===== src/rtl/serial_subtractor_ctrl_pkg.sv =====
// Shared definitions for the bit-serial subtractor controller: state encoding
// and the default operand width.
package serial_subtractor_ctrl_pkg;

  localparam int unsigned DEFAULT_WIDTH = 8;

  // 2'd3 is unused; the FSM recovers from it to ST_IDLE.
  typedef enum logic [1:0] {
    ST_IDLE = 2'd0,
    ST_RUN  = 2'd1,
    ST_DONE = 2'd2
  } state_e;

endpackage


===== src/rtl/full_subtractor_using_demux.sv =====
// 1-bit full subtractor built from a one-hot decode (1:4 demux) of the {a, b} pair,
// with bin choosing which demux outputs form diff and bout.
module full_subtractor_using_demux (
  input  logic a,
  input  logic b,
  input  logic bin,
  output logic diff,
  output logic bout
);

  logic [3:0] sel_hot;

  always_comb begin
    sel_hot = 4'b0000;
    sel_hot[{a, b}] = 1'b1;
  end

  // a==b passes bin straight through; a=0,b=1 always borrows; a=1,b=0 never does.
  assign diff = bin ? (sel_hot[0] | sel_hot[3]) : (sel_hot[1] | sel_hot[2]);
  assign bout = bin ? (sel_hot[0] | sel_hot[1] | sel_hot[3]) : sel_hot[1];

endmodule


===== src/rtl/serial_subtractor_ctrl.sv =====
// Bit-serial WIDTH-bit subtractor: one full-subtractor slice stepped LSB first,
// borrow carried in a register, operands and result on valid/ready handshakes.
module serial_subtractor_ctrl
  import serial_subtractor_ctrl_pkg::*;
#(
  parameter int unsigned WIDTH = DEFAULT_WIDTH
) (
  input  logic             clk,
  input  logic             rst_n,
  input  logic             abort,
  input  logic             in_valid,
  output logic             in_ready,
  input  logic [WIDTH-1:0] a,
  input  logic [WIDTH-1:0] b,
  input  logic             bin,
  output logic             out_valid,
  input  logic             out_ready,
  output logic [WIDTH-1:0] diff,
  output logic             bout,
  output logic             busy
);

  localparam int unsigned CNT_W = (WIDTH > 1) ? $clog2(WIDTH) : 1;
  localparam logic [CNT_W-1:0] LAST_IDX = CNT_W'(WIDTH - 1);

  state_e           state;
  logic [WIDTH-1:0] a_r;
  logic [WIDTH-1:0] b_r;
  logic [CNT_W-1:0] idx;
  logic             borrow;
  logic             slice_diff;
  logic             slice_bout;

  full_subtractor_using_demux u_slice (
    .a    (a_r[idx]),
    .b    (b_r[idx]),
    .bin  (borrow),
    .diff (slice_diff),
    .bout (slice_bout)
  );

  assign in_ready  = (state == ST_IDLE);
  assign busy      = (state == ST_RUN);
  assign out_valid = (state == ST_DONE);

  always_ff @(posedge clk or negedge rst_n) begin
    if (!rst_n) begin
      state  <= ST_IDLE;
      a_r    <= '0;
      b_r    <= '0;
      idx    <= '0;
      borrow <= 1'b0;
      diff   <= '0;
      bout   <= 1'b0;
    end else if (abort) begin
      // Abort wins over both handshakes: nothing is captured, nothing delivered.
      state <= ST_IDLE;
      idx   <= '0;
      diff  <= '0;
      bout  <= 1'b0;
    end else begin
      case (state)
        ST_IDLE: begin
          if (in_valid) begin
            a_r    <= a;
            b_r    <= b;
            borrow <= bin;
            diff   <= '0;
            idx    <= '0;
            state  <= ST_RUN;
          end
        end
        ST_RUN: begin
          diff[idx] <= slice_diff;
          borrow    <= slice_bout;
          if (idx == LAST_IDX) begin
            bout  <= slice_bout;
            state <= ST_DONE;
          end else begin
            idx <= idx + 1'b1;
          end
        end
        ST_DONE: begin
          if (out_ready) begin
            state <= ST_IDLE;
          end
        end
        default: state <= ST_IDLE;
      endcase
    end
  end

endmodule


===== config.mk =====
export PLATFORM = sky130hd
export DESIGN_NAME = serial_subtractor_ctrl
export DESIGN_NICKNAME = d
export VERILOG_FILES = /design/src/rtl/serial_subtractor_ctrl_pkg.sv /design/src/rtl/full_subtractor_using_demux.sv /design/src/rtl/serial_subtractor_ctrl.sv
export SDC_FILE = /design/constraint.sdc
export NUM_CORES = 1
export LEC_CHECK = 0
export BUFFER_PORTS_ARGS = -buffer_cell sky130_fd_sc_hd__clkbuf_2
export CORE_UTILIZATION = 35
export CTS_CLUSTER_DIAMETER = 60
export DETAILED_ROUTE_END_ITERATION = 10
export GPL_TIMING_DRIVEN = 0
export PLACE_DENSITY_LB_ADDON = 0.25
export SETUP_SLACK_MARGIN = 0.3
export SYNTH_ARGS = -nofsm -noshare
export SYNTH_HDL_FRONTEND = slang
export SYNTH_HIERARCHICAL = 1
export SYNTH_SLANG_ARGS = --single-unit
export TNS_END_PERCENT = 5

===== constraint.sdc =====
create_clock -name clk -period 4.1 [get_ports clk]
set_input_delay 0.205 -clock clk [delete_from_list [all_inputs] [get_ports clk]]
set_output_delay 0.205 -clock clk [all_outputs]
set_load 0.02 [all_outputs]

==> results.txt <==
Finish-stage setup viols = 0
fin util = 44.8%
Adder-Cell Fraction of Synth Area = 3.07%
core area = 4410 sq um
violated checks = hold timing
post-synthesis mux area share = 17.1%
Mean Syn Cell Area = 11.4 sq um
die span in y = 70.3 microns
worst hold margin = -0.00904 ns
Post-Synth Simple-Gate Area = 13.2%
CP Launch Type = flop
Worst path max stage delay = 0.44 ns
Critical Path AT = 2.71 ns
total grt overflow = 0
NumNets Final = 209
die area = 4940 sq um
min cycle time layout = 2.49 ns
CTS Buf Count = 5
most area-consuming cells after synthesis = dfrtp_1 (48%), mux2_2 (7.6%), mux2_4 (6.4%), ha_1 (3.1%), mux2i_1 (3.1%)
first-pass GRT wire length = 5.58 mm
layout cells sized above 1 = 39.1%
Ys Warns = 6
setup repair bufs after CTS = 0
HP Class = input port to async pin
GRT Overall Usage = 14.8%
Routed WL = 3.32 mm
main combinational cell family by area after synthesis = multiplexers
syn nets = 169
crit path capture type = flop
WL/cell = 14.1 microns
Synth area leader = dfrtp_1
Post-Syn Area = 1630 sq um
fin crit share = 60.7%
largest net degree at the start of global routing = 32
Worst Clk Skew = 0.00552 ns
unique cell type count in the Yosys netlist = 38
post-synthesis xor/xnor area fraction = 0.537%
outcome = finished, violations left
unrepaired setup endpoints after global routing = false
Via density = 5.02
die width = 70.3 microns
Pins Over Slew Limit = 0
Crit Path Class = flop to flop
Top-Level Pins = 34
Static Leak = 0.952 nW
CTS Root Cell = clkbuf_8
Hold Buf Count CTS = 0
ant diodes = 0
clock sinks = 31
slew at the pin closest to its max-slew limit = 0.779 ns
CTS tree = done
Async SR Flop Fraction = 100%
ANT nets after route = 0
Post-synth EDFFs = 0
Synth Area in Compound Gates = 14.0%
initial drt markers = 135
max_slew headroom = 48.1%
post-CTS sizing = 0
slowest cell on the critical path = dfrtp_1
#FFs+latches synth = 31
Port Buffers = 33
GPL Wtd Cong = 0.797
DP HPWL = 2.51 mm
CTS clk-pin slew, worst paths = 0.07 ns
fill count = 426
antenna violations before repair = 0
power per cell area = 440 nW/um^2
Yosys top cell area share = 47.6%
DRC viols = 0
final hold violation count = 25
routed vias = 1,184
post-synthesis sequential area ratio = 47.6%
peak supply drop = 191 uV
area grow syn2layout = 21.3%
peak fanout along the critical path = 10
setup_tns = 0 ns
FMAX = 402 MHz
Synth Flop Type = dfrtp_1
vias in the first global route = 1,148
row cnt = 24
Initial Utilization = 36.9%
CP Cell Sequence = buf_2 > nor2b_1 > a22oi_1 > o221ai_1 > inv_1 > ha_1 > xnor2_1 > nand2_1 > nor2_1 > a32o_1
CTS H-Tree Depth = 2
Clock Tree Buf Depth = 2
Mapped Cells = 143
Max Cap Violations = 0
worst skew pair latency = 0.28 ns
First-pass DRT Iterations = 4
Required @ worst endpoint = 4.32 ns
cell usage after synthesis (2+ instances only):
master	number
o21ai_0	10
inv_1	4
dfrtp_1	31
ha_1	4
mux2i_1	5
nand3_1	3
nor2_1	9
mux2_4	7
buf_2	4
a21oi_1	7
clkbuf_1	2
a31oi_1	3
a22o_1	5
mux2_2	11
nand2_1	9
nor2b_1	4
nand2b_1	3
o21ai_1	2
stage by stage:
| stage | area (sq um) | total power, mW | hold WS [ns] | cells | worst slack, ns |
|---|---|---|---|---|---|
| 5_1_grt | 1980 | 0.921 | 0.0589 | 236 | 1.36 |
| 6_report | 1980 | 0.871 | -0.00904 | 236 | 1.61 |
| 3_5_place_dp | 1860 | 0.568 | 0.325 | 228 | 1.65 |
| 3_3_place_gp | 1860 | 0.562 | 0.298 | 228 | 1.65 |
| 2_1_floorplan | 1630 | 0.513 | -0.0906 | 143 | 1.99 |
| 4_1_cts | 1980 | 0.885 | 0.0132 | 236 | 1.61 |
report_power, final:
part	leakage (nW)	total [mW]	internal, mW	switching (mW)
registers	0.392	0.378	0.349	0.0289
logic	0.499	0.182	0.0953	0.0864
clock network	0.0612	0.312	0.196	0.115
registers in the layout, indices dropped and copies added, names as in the netlist:
register,cells
a_r,8
b_r,8
borrow,1
bout,1
diff,8
idx,3
state,2
critical path, delay by kind of cell (launching register included):
family                     cells  cell delay [ns]
AOI/OAI and AO/OA              3             0.54
DFF                            1             0.44
buffers and inverters          2             0.33
xor gates and xnor gates       1             0.27
adders and majority gates      1             0.31
and+or+nand+nor                3             0.53
layout by cell type, fill, tap and decap left out, types with 5 or more instances in the layout:
cell	netlist	final
a21oi_1	7	7
o21ai_0	10	10
nand2_1	9	9
nor2_1	9	9
mux2_4	7	7
mux2_2	11	11
clkbuf_8	0	6
dfrtp_1	31	31
mux2i_1	5	5
a22o_1	5	5
clkbuf_2	0	33
final cells by class:
cell class	instances	area, sq um	area share (%)
multi-input cells	100	781	39.5
flip-flops and latches	31	776	39.2
repair buffers	33	165	8.35
clock buffers	6	82.6	4.17
well taps	52	65.1	3.29
plain buffers	8	58.8	2.97
clock inverters	2	35.0	1.77
inverters	4	15.0	0.759
logic make-up after synthesis:
group,after synthesis
AND/OR/NAND/NOR,37
buffers and inverters,12
AO/OA/AOI/OAI,35
multiplexers,23
adder cells (fa/ha/maj),4
XOR/XNOR,1
flip-flops,31
final timing paths:
kind,from,slack (ns),cells past startpoint,endpoint
max,idx[1],1.61,10,diff[6]
min,rst_n,-0.009,1,diff[5]
max reg2reg,idx[1],1.61,10,diff[6]
min reg2reg,diff[7],0.51,2,diff[7]
max in group asynchronous,rst_n,3.62,1,a_r[2]
min in group clk,a[3],0.15,2,a_r[3]
routing by layer:
metal | wire length, microns | track usage [%]
met2 | 1540 | 22.5
met1 | 1570 | 19.4
met4 | 34 | 6.00
met3 | 173 | 4.62
met5 | 0 | 0
(Power assumes the default switching activity.)
